### config.mk
export PLATFORM = sky130hd
export DESIGN_NAME = l2_tlb_ctrl
export DESIGN_NICKNAME = d
export VERILOG_FILES = /design/src/rtl/l2_tlb_pkg.sv /design/src/rtl/l2_tlb_ctrl.sv
export SDC_FILE = /design/constraint.sdc
export NUM_CORES = 1
export LEC_CHECK = 0
export ABC_AREA = 1
export CAP_MARGIN = 20
export CORE_MARGIN = 2
export CORE_UTILIZATION = 30
export CTS_CLUSTER_SIZE = 24
export DETAILED_ROUTE_END_ITERATION = 16
export PLACE_DENSITY = 0.76
export SLEW_MARGIN = 25
export SYNTH_ARGS = -nofsm -noshare
export SYNTH_HDL_FRONTEND = slang
export SYNTH_SLANG_ARGS = --single-unit
export TNS_END_PERCENT = 10
### constraint.sdc
create_clock -name clock -period 1.81 [get_ports clock]
set_input_delay 0.362 -clock clock [delete_from_list [all_inputs] [get_ports clock]]
set_output_delay 0.362 -clock clock [all_outputs]
set_load 0.02 [all_outputs]
### src/rtl/l2_tlb_pkg.sv
`default_nettype none
// ============================================================================
// Module  : l2_tlb_pkg
// Purpose : Widths, entry layout, FSM states and entry helpers for l2_tlb_ctrl.
// Revision: 1.0
// ============================================================================
package l2_tlb_pkg;

  localparam int TLB_IDX_W   = 10;
  localparam int TLB_VPN_W   = 19;
  localparam int TLB_TAG_W   = TLB_VPN_W - TLB_IDX_W;
  localparam int TLB_PPN_W   = 20;
  localparam int TLB_PERM_W  = 8;
  localparam int TLB_RSVD_W  = 5;
  localparam int TLB_ENTRY_W = 44;

  localparam int ENT_V_BIT    = 43;
  localparam int ENT_TAG_LSB  = 34;
  localparam int ENT_PPN_LSB  = 14;
  localparam int ENT_PERM_LSB = 6;
  localparam int ENT_PAR_BIT  = 0;

  typedef enum logic [1:0] {
    ST_FLUSH  = 2'd0,
    ST_IDLE   = 2'd1,
    ST_LOOKUP = 2'd2,
    ST_RESP   = 2'd3
  } state_t;

  typedef struct packed {
    logic                  v;
    logic [TLB_TAG_W-1:0]  tag;
    logic [TLB_PPN_W-1:0]  ppn;
    logic [TLB_PERM_W-1:0] perm;
    logic [TLB_RSVD_W-1:0] rsvd;
    logic                  par;
  } entry_t;

  function automatic logic [TLB_ENTRY_W-1:0] entry_pack(input entry_t e);
    logic [TLB_ENTRY_W-1:0] w;
    w                                       = '0;
    w[ENT_V_BIT]                            = e.v;
    w[ENT_TAG_LSB +: TLB_TAG_W]             = e.tag;
    w[ENT_PPN_LSB +: TLB_PPN_W]             = e.ppn;
    w[ENT_PERM_LSB +: TLB_PERM_W]           = e.perm;
    w[ENT_PAR_BIT+1 +: TLB_RSVD_W]          = e.rsvd;
    w[ENT_PAR_BIT]                          = e.par;
    return w;
  endfunction

  function automatic entry_t entry_unpack(input logic [TLB_ENTRY_W-1:0] w);
    entry_t e;
    e.v    = w[ENT_V_BIT];
    e.tag  = w[ENT_TAG_LSB +: TLB_TAG_W];
    e.ppn  = w[ENT_PPN_LSB +: TLB_PPN_W];
    e.perm = w[ENT_PERM_LSB +: TLB_PERM_W];
    e.rsvd = w[ENT_PAR_BIT+1 +: TLB_RSVD_W];
    e.par  = w[ENT_PAR_BIT];
    return e;
  endfunction

  // Even parity over every bit above the parity bit itself.
  function automatic logic entry_parity(input logic [TLB_ENTRY_W-1:0] w);
    return ^w[TLB_ENTRY_W-1:ENT_PAR_BIT+1];
  endfunction

endpackage : l2_tlb_pkg
`default_nettype wire

### src/rtl/l2_tlb_ctrl.sv
`default_nettype none
// ============================================================================
// Module  : l2_tlb_ctrl
// Purpose : Lookup/refill arbiter, tag compare and invalidate sweep in front of
//           the 1024x44 single-port L2 TLB SRAM. Option: L2_TLB_PARITY_EN.
// Revision: 1.0
// ============================================================================
module l2_tlb_ctrl
  import l2_tlb_pkg::*;
#(
  parameter int IDX_W  = TLB_IDX_W,
  parameter int VPN_W  = TLB_VPN_W,
  parameter int PPN_W  = TLB_PPN_W,
  parameter int PERM_W = TLB_PERM_W
) (
  input  logic                   clock,
  input  logic                   reset_n,
  input  logic                   req_valid,
  output logic                   req_ready,
  input  logic [VPN_W-1:0]       req_vpn,
  output logic                   resp_valid,
  input  logic                   resp_ready,
  output logic                   resp_hit,
  output logic [PPN_W-1:0]       resp_ppn,
  output logic [PERM_W-1:0]      resp_perm,
  input  logic                   refill_valid,
  output logic                   refill_ready,
  input  logic [VPN_W-1:0]       refill_vpn,
  input  logic [PPN_W-1:0]       refill_ppn,
  input  logic [PERM_W-1:0]      refill_perm,
  input  logic                   flush_req,
  output logic                   flush_busy,
  output logic                   parity_err,
  output logic [IDX_W-1:0]       sram_addr,
  output logic                   sram_en,
  output logic                   sram_wmode,
  output logic [TLB_ENTRY_W-1:0] sram_wdata,
  input  logic [TLB_ENTRY_W-1:0] sram_rdata
);

  generate
    if ((1 + (VPN_W - IDX_W) + PPN_W + PERM_W + 6 != TLB_ENTRY_W) ||
        (IDX_W != TLB_IDX_W) || (VPN_W != TLB_VPN_W) ||
        (PPN_W != TLB_PPN_W) || (PERM_W != TLB_PERM_W)) begin : g_width_check
      $error("l2_tlb_ctrl: field widths do not form the 44-bit entry layout");
    end
  endgenerate

  state_t                 r_state;
  logic [IDX_W-1:0]       r_sweep_cnt;
  logic                   r_flush_pend;
  logic [VPN_W-IDX_W-1:0] r_tag;
  logic                   r_resp_valid;
  logic                   r_resp_hit;
  logic [PPN_W-1:0]       r_resp_ppn;
  logic [PERM_W-1:0]      r_resp_perm;
  logic                   r_parity_err;

  logic                   w_flush_pend;
  logic                   w_idle_free;
  logic                   w_refill_fire;
  logic                   w_req_fire;
  logic [TLB_ENTRY_W-1:0] w_refill_word;
  entry_t                 w_rd;
  logic                   w_par_bad;
  logic                   w_hit;
  logic                   w_unused;

  // A flush_req arriving in IDLE blocks new work that same cycle.
  assign w_flush_pend  = r_flush_pend | flush_req;
  assign w_idle_free   = (r_state == ST_IDLE) && !w_flush_pend;
  assign refill_ready  = w_idle_free;
  assign req_ready     = w_idle_free && !refill_valid;
  assign w_refill_fire = refill_valid && refill_ready;
  assign w_req_fire    = req_valid && req_ready;

  assign flush_busy = (r_state == ST_FLUSH);
  assign resp_valid = r_resp_valid;
  assign resp_hit   = r_resp_hit;
  assign resp_ppn   = r_resp_ppn;
  assign resp_perm  = r_resp_perm;
  assign parity_err = r_parity_err;

  always_comb begin
    entry_t e;
    e.v           = 1'b1;
    e.tag         = refill_vpn[VPN_W-1:IDX_W];
    e.ppn         = refill_ppn;
    e.perm        = refill_perm;
    e.rsvd        = '0;
    e.par         = 1'b0;
    w_refill_word = entry_pack(e);
`ifdef L2_TLB_PARITY_EN
    w_refill_word[ENT_PAR_BIT] = entry_parity(w_refill_word);
`endif
  end

  assign w_rd = entry_unpack(sram_rdata);
`ifdef L2_TLB_PARITY_EN
  assign w_par_bad = w_rd.v && (entry_parity(sram_rdata) != w_rd.par);
`else
  assign w_par_bad = 1'b0;
`endif
  assign w_hit    = w_rd.v && (w_rd.tag == r_tag) && !w_par_bad;
  assign w_unused = ^{w_rd.rsvd, w_rd.par};

  // Sweep writes are held off while reset is asserted.
  always_comb begin
    sram_en    = 1'b0;
    sram_wmode = 1'b0;
    sram_addr  = '0;
    sram_wdata = '0;
    if (r_state == ST_FLUSH) begin
      sram_en    = reset_n;
      sram_wmode = 1'b1;
      sram_addr  = r_sweep_cnt;
    end else if (w_refill_fire) begin
      sram_en    = 1'b1;
      sram_wmode = 1'b1;
      sram_addr  = refill_vpn[IDX_W-1:0];
      sram_wdata = w_refill_word;
    end else if (w_req_fire) begin
      sram_en    = 1'b1;
      sram_addr  = req_vpn[IDX_W-1:0];
    end
  end

  always_ff @(posedge clock or negedge reset_n) begin
    if (!reset_n) begin
      r_state      <= ST_FLUSH;
      r_sweep_cnt  <= '0;
      r_flush_pend <= 1'b0;
      r_tag        <= '0;
      r_resp_valid <= 1'b0;
      r_resp_hit   <= 1'b0;
      r_resp_ppn   <= '0;
      r_resp_perm  <= '0;
      r_parity_err <= 1'b0;
    end else begin
      r_parity_err <= 1'b0;
      case (r_state)
        ST_FLUSH: begin
          r_flush_pend <= 1'b0;
          if (flush_req) begin
            r_sweep_cnt <= '0;
          end else if (r_sweep_cnt == '1) begin
            r_sweep_cnt <= '0;
            r_state     <= ST_IDLE;
          end else begin
            r_sweep_cnt <= r_sweep_cnt + 1'b1;
          end
        end
        ST_IDLE: begin
          if (w_flush_pend) begin
            r_flush_pend <= 1'b0;
            r_sweep_cnt  <= '0;
            r_state      <= ST_FLUSH;
          end else if (w_req_fire) begin
            r_tag   <= req_vpn[VPN_W-1:IDX_W];
            r_state <= ST_LOOKUP;
          end
        end
        ST_LOOKUP: begin
          if (flush_req) r_flush_pend <= 1'b1;
          r_resp_valid <= 1'b1;
          r_resp_hit   <= w_hit;
          r_resp_ppn   <= w_hit ? w_rd.ppn : '0;
          r_resp_perm  <= w_hit ? w_rd.perm : '0;
          r_parity_err <= w_par_bad;
          r_state      <= ST_RESP;
        end
        ST_RESP: begin
          if (flush_req) r_flush_pend <= 1'b1;
          if (resp_ready) begin
            r_resp_valid <= 1'b0;
            r_resp_hit   <= 1'b0;
            r_resp_ppn   <= '0;
            r_resp_perm  <= '0;
            r_state      <= ST_IDLE;
          end
        end
        default: r_state <= ST_FLUSH;
      endcase
    end
  end

endmodule : l2_tlb_ctrl
`default_nettype wire

==> results.txt, run 1 <==
- The flow ran to the end, but the final reports show violations.
- The checks that failed: setup timing.
- After detailed placement, the design holds a cell count of 797.
- Share of post-route cells with drive strength above 1: 22.3%
- Type of origin of the critical path: flop
- Total die area: 11800 sq um
- The internal portion of the total power is 1860 uW.
- Maximum number of pins on one net before global-route repair: 53
- In the routed design, unresolved DRC markers number 0.
- Synthesis handed over a netlist of 458 instances.
* Startpoint of the most critical setup path: r_state[1]
- The clock passes through at most 2 buffers.
- Logic pwr share: 16.4%
- Yosys mapped a number of flops with a built-in enable equal to 0.
- Most frequent cells after synthesis: nand2_1, inv_1, dfrtp_1
- Count of input and output buffers: 192
- Of all flip-flops after synthesis, the portion carrying an async set or reset was 100%.
* Distinct cell type count of the synthesized netlist: 31
- Final-report max-slew violation count: 0
* Top cells by area, synth: dfrtp_1, nand2_1, inv_1
* Sequential area share after synthesis: between 30% and 40%
- Fmax achieved: approximately 480 MHz
- For this run, the leading register cell type out of synthesis is dfrtp_1.
* Tot GR Track Use: ~18%
* DRT iter0 DRCs: 276
- Summed over all nets, the switching power comes to about 560 uW.
- From synthesis to final layout, the design area changed by 78.7%.
- Data required time of the worst path: ~1500 ps
- Gpl congestion: 0.915
* Hold_buf cts: 0
* Reg-to-Reg End: r_sweep_cnt[3]
- Total wire length: 11000 um
- Unrepaired setup endpoints after global routing: true
* Share of power burned in registers: ~48%
* Routed WL per cell: 13.6 um
* Path type of the worst setup path: flop to output port
- The total count of hold-check failures in the final report is 0.
- The first global-routing pass estimated 17000 um of wire.
- VDD sags by at most 0.301 mV.
- Final critical path time including I/O delays and setup: around 2100 ps
* Worst reg2reg path depth: 9
* FF-to-FF setup slack: roughly 120 ps
- Across all setup checks in the final design, the least slack found is -291 ps.
* Power density relative to cell area: approximately 410 nW/um^2
- The finished layout holds 808 standard cells, fillers aside.
* Via Count: 3562
- Total power for the finished layout comes to 2420 uW.
* Core region area: 10700 sq um
* Post-detailed-route via-to-cell ratio: 4.41
* TritonCTS clock tree: built
- The H-tree generated during clock tree synthesis spans 2 levels.
* Congestion Overflow GR: 0
- OpenSTA, run right after detailed placement, puts the worst setup slack at -881 ps.
- Clock tree synthesis inserted a total of 5 buffers.
- Of all nets on the critical path, the largest fanout is 10.
* Summed instance area of the synthesized netlist: between 3000 and 4000 sq um
- Effective utilization at floorplan: a little under a third
* Number of nets in the layout: 787
- Num rows: 38
- Leak Pwr: 0.00295 uW
- Slowest cell on the critical path: dfrtp_1
- Clock-pin slew was measured on the worst setup and hold paths at 100 ps.
- Measured along the x axis, the die boundary spans 109 um.
- CTS placed an instance of clkbuf_8 at the clock tree root.
- Detailed-routing iteration count for the pre-antenna-repair pass: 4
* Chip Height: 109 um
- On the worst path, the slowest cell contributes a delay of 400 ps.
- The worst pin sits at a relative slew slack of 55.2%.
* Synth warn: 0
- The startpoint identified for the worst register-to-register timing path is r_state[1].
* Via count of the first global-routing pass: 3563
* Synth area leader: dfrtp_1
- Cell with the most instances on the worst path: nand2_4
- The clock network burns between 30% and 40% of the power.
- Final ANT Viol Nets: 0
* Critical Path End Type: output port
- Count leader, synth: nand2_1
* Synthesized area per cell: between 7 and 8 sq um
* Synth top area share: about two fifths
- Net switching is 23.0% of the power.
- Endpoints failing setup: 50
* HPWL Detailed: about 8400 um
* Max capacitance violation total: 0
* I/O pin total: 206
- Worst Hold Class: input port to async pin
* Timing endpoint of the critical path: sram_wdata[33]
* Final worst-path cycle share: 116%
* Arrival time of the worst setup path: 1740 ps
* Antenna violations before repair: 1
* Slew at the pin closest to its max-slew limit: 672 ps
- Final setup skew: 8.26 ps
- Cells along the critical path: inv_2 -> ha_4 -> nand2_4 -> clkinv_4 -> nand2_4 -> nor2_8 -> inv_6 -> clkbuf_16 -> nor2_2 -> buf_6
- Clock Sink Count: 52
- Clock network latency to the later pin of the worst-skew pair: 300 ps
* Number of synthesized register bits: 52
- Cells fill 54.6% of the core in the end.
-- power by group through the flow --
stage / Combinational (uW) / Sequential (uW) / Clock, uW
5_1_grt: 430 / 1170 / 922
3_5_place_dp: 388 / 1190 / 0
2_1_floorplan: 101 / 1190 / 0
3_3_place_gp: 383 / 1190 / 0
4_1_cts: 388 / 1170 / 873
6_report: 397 / 1170 / 851
-- critical path: cells and delay by family (launching register included) --
kind	cells	cell delay (ps)
buffers and inverters	5	510
flip-flops	1	400
AND/OR/NAND/NOR	4	390
adder cells (fa/ha/maj)	1	140
-- cell type report --
type	instances	area, sq um
multi-input combinational	306	1670
antenna	1	2.50
clock buffer	6	82.6
fill	972	4880
sequential	52	1300
clock inverter	2	38.8
inverter	80	323
tap	140	175
timing repair buffer	221	2270
-- sequential cells by signal, summed over array words and instances (netlist names) --
name          flops
resp_hit          1
r_sweep_cnt      10
resp_valid        1
r_tag             9
resp_perm         8
r_state           2
resp_ppn         20
r_flush_pend      1
-- worst min path at each step --
stage	startpoint	end	slack [ps]	cells after the start
after global placement	resp_ppn[6]	resp_ppn[6]	460	2
after floorplan	reset_n	r_flush_pend	70	0
after CTS	reset_n	resp_ppn[11]	220	2
final	reset_n	r_tag[8]	190	2
after global routing	reset_n	r_tag[8]	230	2
after detailed placement	resp_perm[0]	resp_perm[0]	470	2
-- cells in the final DEF, fill, tap and decap left out, types with 2 or more instances in the layout --
cell	count
nand2_1	145
clkdlybuf4s50_1	136
inv_1	75
dfrtp_1	51
buf_6	44
nand3_1	42
buf_4	30
nor2_4	27
nor2_1	21
o21ai_0	15
nor2_2	14
o211ai_1	7
conb_1	7
clkbuf_8	6
nand4_1	5
buf_12	5
nand3_2	4
ha_1	3
inv_2	2
nand2_4	2
clkinv_4	2
xnor2_1	2
o21ai_1	2
xor2_1	2
ha_4	2
dlygate4sd2_1	2
-- per-layer routing --
layer	vias up	wire length, um	track usage [%]
met5	-	0	0
met3	15	526	2.39
met2	97	5830	32.6
met1	1667	4420	21.7
li1	1783	-	-
met4	0	187	5.04
-- through the flow --
| stage | setup TNS (ps) | instance area [sq um] | hold WS [ps] |
|---|---|---|---|
| global placement | -40000 | 5530 | 463 |
| finish | -12220 | 5870 | 188 |
| detailed placement | -41020 | 5530 | 465 |
| floorplan | 0 | 3360 | 66.4 |
| global route | -16560 | 5860 | 226 |
| CTS | -12100 | 5660 | 221 |
-- cells by family (layout without fill, tap and decap cells) --
logic type,count (synthesis),in the layout,share of synthesized area (%)
AND/OR/NAND/NOR,263,263,37.1
buffers and inverters,106,309,15.4
flip-flops,52,52,39.6
AO/OA/AOI/OAI,27,27,4.84
adder cells (fa/ha/maj),5,5,1.91
XOR/XNOR,4,4,1.07
other,1,8,0.114
-- timing repair --
item                                    in CTS  in global routing
cloned                                       0                  1
buffers inserted                             1                  0
resized for setup                          302                 44
pin swaps                                    8                  1
endpoints found under the setup margin      58                 86
Power figures use the tool's default switching activity.
==> inputs of run 2 (changes only) <==
Settings changed: ABC_AREA 1 to default, PLACE_DENSITY 0.76 to 0.8.
==> run 2 against run 1 <==
Compared with the run above:
- the flow still finishes with violations (setup timing)
- routed wire length is 7.6% lower
- count of clock-buffer cells in the layout up 1
- die area shrank 14%
- synthesized cell count is 38% lower
- global-route usage grew 0.92 points
- sequential share of layout area is 1.5 points higher
- final cell count is 24% lower
- non-clock buffer count is 9 higher
- clock power increased by 2.6%
- core utilization rose by 5.4 points
- critical path type unchanged
- largest cell class unchanged
==> results.txt, run 2 <==
- The slew of the pin with the lowest slew margin came to 643 ps (-29.3 ps).
* Power density relative to cell area: 869 nW/um^2 (+110%)
* Most frequent cells in the layout: clkdlybuf4s50_1, dfrtp_1, buf_6, buf_4, nand2_1
* Die width: 101 um (-7.3%)
* Critical path peak fanout: 15 (+5)
- The final weighted congestion in routability-driven placement came to 0.894 (-2.3%).
* Effective utilization at floorplan: 30.6% (+0.095 points)
- Final cell utilization of the core: 60.0% (+5.4 points)
- Number of placed instances with taps included: 593 (-26%)
- Number of buffer and inverter stages on the critical path: 4 (-1)
* Area delta synth->final: 95.9%
- Via Count: 2958 (-17%)
* Routed WL per cell: 16.5 um (+22%)
* Num rows: 35 (-7.9%)
* Distinct cell type count of the synthesized netlist: 43 (+39%)
- Clock share of power: 18.3% (-17 points)
- Final worst-path cycle share: 140% (+24 points)
- HPWL Detailed: 7330 um (-13%)
- Congestion Overflow GR: 0 (unchanged)
* Global-route wire length before repair: 15000 um (-11%)
- Path type of the worst setup path: flop to output port
* Number of synthesized register bits: 52 (unchanged)
- Power consumption: 4770 uW (+97%)
- Violated checks: setup timing
* Max capacitance violation total: 0 (unchanged)
- Total inserted antenna cells: 0 (-1)
- Share of power burned in registers: 30.2% (-18 points)
- Cells after synthesis: 282 (-38%)
- Startpoint of the most critical setup path: r_state[1]
- Result of the run: finished, violations left
* Slowest cell on the critical path: dfrtp_1
- The tree is rooted in a clkbuf_8.
- dfrtp_1 is the most common cell in the netlist.
- Fraction of registers with async set or reset after synthesis: 100% (unchanged)
- The combinational share of power was 51.5% (+35 points).
- Worst path top cell family by delay: simple AND/OR/NAND/NOR gates
- Top cells by area, synth: dfrtp_1, a22o_1, and2_1
* Final-report max-slew violation count: 0 (unchanged)
- I/O pin total: 206 (unchanged)
* Leak Pwr: 0.00244 uW (-18%)
* FF-to-FF setup slack: -450 ps (-570 ps)
- The fraction of post-synthesis cell area in the top cell type by area was 46.4% (+6.8 points).
* Tot GR Track Use: 18.7% (+0.92 points)
* Final critical path time including I/O delays and setup: 2540 ps (+440 ps)
- Synth warn: 0 (unchanged)
* Antenna violations before repair: 0 (-1)
- Detailed-routing iteration count for the pre-antenna-repair pass: 4 (unchanged)
- The cell area after placement came to 5040 sq um (-8.9%).
* Hold_buf cts: 0 (unchanged)
- The total wire length after detailed routing was 10100 um (-7.6%).
* Fraction of power spent switching nets: 34.7% (+12 points)
- The total count of hold-check failures in the final report was 0 (unchanged).
* Count of input and output buffers: 192 (unchanged)
- Data required time of the worst path: 1450 ps (about the same)
- The data arrival time of the worst path was 2180 ps (+440 ps).
- Final std cell area, no fill: 5490 sq um (-6.3%)
- The mean instance size in the synthesized netlist is 9.95 sq um (+39%).
- Via count of the first global-routing pass: 3048 (-14%)
- The fraction of final layout cells sized beyond drive strength 1 came to 31.7% (+9.4 points).
- Sequential area share after synthesis: 46.4% (+6.8 points)
- Post-synth EDFFs: 0 (unchanged)
* Count of non-filler cells in the finished layout: 612 (-24%)
- The worst setup path is launched from a flop.
- The net load switching power is 1650 uW (+200%).
* DRT iter0 DRCs: 81 (-71%)
- The fmax came to 394 MHz (-17%).
* Chip Height: 101 um (-7.3%)
* Number of buffers between clock root and the deepest sink: 2 (unchanged)
- Post-route worst setup slack: -731 ps (-440 ps)
- Most frequently used flop master after synthesis: dfrtp_1
* Synth area leader: dfrtp_1
- Critical register-to-register path startpoint: r_state[0]
- Number of nets in the layout: 621 (-21%)
* Remaining routing DRC violations: 0 (unchanged)
* Internal cell power: 3120 uW (+67%)
- Most common library cell in the layout ignoring fill and taps: clkdlybuf4s50_1
- Worst Hold Class: input port to async pin
- Critical Path End Type: output port
* Flip-flop count of the largest register after layout: 20 (unchanged)
- Maximum number of pins on one net before global-route repair: 53 (unchanged)
* Total die area: 10100 sq um (-14%)
- Worst slew slack as a fraction of its limit: 57.1% (+2.0 points)
* Most frequent cells after synthesis: dfrtp_1, and2_1, nand2_1
- Setup repair after global routing could not meet its margin everywhere.
- Post-detailed-route via-to-cell ratio: 4.83 (+9.6%)
- Endpoints failing setup: 74 (+48%)
- The signal on the critical path passes through inv_2 -> ha_4 -> or3b_4 -> nor3b_4 -> buf_6 -> buf_12 -> nand2_1 -> o211ai_1 -> buf_4.
- The register clock-pin slew on the reported worst setup and hold paths was 90 ps (about the same).
* Core region area: 9150 sq um (-15%)
- Clock Sink Count: 52 (unchanged)
- Maximum single-stage delay on the critical path: 400 ps (about the same)
* Final ANT Viol Nets: 0 (unchanged)
- The setup skew after layout was 6.20 ps (-2.07 ps).
* Max VDD drop: 0.368 mV (+22%)
* TritonCTS clock tree: built
* Number of clock buffers inserted by TritonCTS: 5 (unchanged)
- Summed instance area of the synthesized netlist: 2810 sq um (-15%)
- Maximum level of the CTS H-tree: 2 (unchanged)
- The clock insertion delay at the later pin of the skew report is 300 ps (about the same).
run 2: changes by cell type after synthesis, sizes merged, moves of 3 or more:
| cell | change |
|---|---|
| buf | -13 |
| clkbuf | +12 |
| o21ai | -5 |
| a21o | +3 |
| nor2 | -54 |
| and2 | +37 |
| o211ai | +3 |
| nand3 | -42 |
| mux2 | +9 |
| nand2 | -111 |
| mux2i | +3 |
| inv | -73 |
| a22o | +29 |
| xnor2 | +8 |
run 2: cell families after synthesis:
kind of cell	share of synthesized area, %
compound gates	16.9
xor+xnor	3.43
fa+ha+maj	2.23
buf+inv	5.40
flops	46.4
mux	4.68
other cells	0.134
simple gates	20.8
run 2: final timing paths:
kind | endpoint | depth (start not counted)
setup / recovery | sram_addr[6] | 9
hold / removal | r_sweep_cnt[8] | 2
setup reg to reg | r_sweep_cnt[9] | 8
hold reg to reg | resp_ppn[17] | 1
max in group asynchronous | r_tag[7] | 2
min in group clock | resp_ppn[17] | 1
run 2: what timing repair did:
| action | 4_1_cts | 5_1_grt |
|---|---|---|
| pin swaps | 20 | 22 |
| endpoints found under the setup margin | 74 | 103 |
| gates cloned | 1 | 2 |
| gates resized for setup | 327 | 47 |
| setup buffers | 6 | 3 |
run 2: metal layers:
layer / global-route usage [%] / wire [um]
met1: 22.5 / 4050
met3: 4.23 / 839
met2: 33.1 / 4980
met4: 5.90 / 258
met5: 0 / 0
run 2: cell type report:
class | count | area [sq um]
well taps | 111 | 139
fillers | 748 | 3660
clock inverters | 1 | 30.0
inverters | 5 | 21.3
multi-input cells | 206 | 1570
repair buffers | 230 | 2340
flip-flops and latches | 52 | 1300
clock buffers | 7 | 96.3
run 2: through the flow:
step                setup TNS [ps]  hold WS (ps)  setup WS, ps
CTS                         -37350           216          -711
detailed placement          -64200           491         -1100
global route                -46210           242          -852
floorplan                   -18440          66.4          -453
finish                      -38980           169          -731
global placement            -61670           468         -1060
run 2: worst reg2reg max path, stage by stage (launching register included):
cell and delay [ps]:
dfrtp_1 430, buf_4 160, inv_1 80, ha_1 250, buf_6 250, nor2_1 90
or4b_4 520, or3_1 310, a21oi_1 120
run 2: power groups by stage:
stage	clock, uW	combinational [uW]	sequential, uW
after global routing	947	2630	1470
after CTS	900	2280	1430
after floorplan	0	1100	1440
final	873	2460	1440
after global placement	0	2080	1450
after detailed placement	0	2120	1460
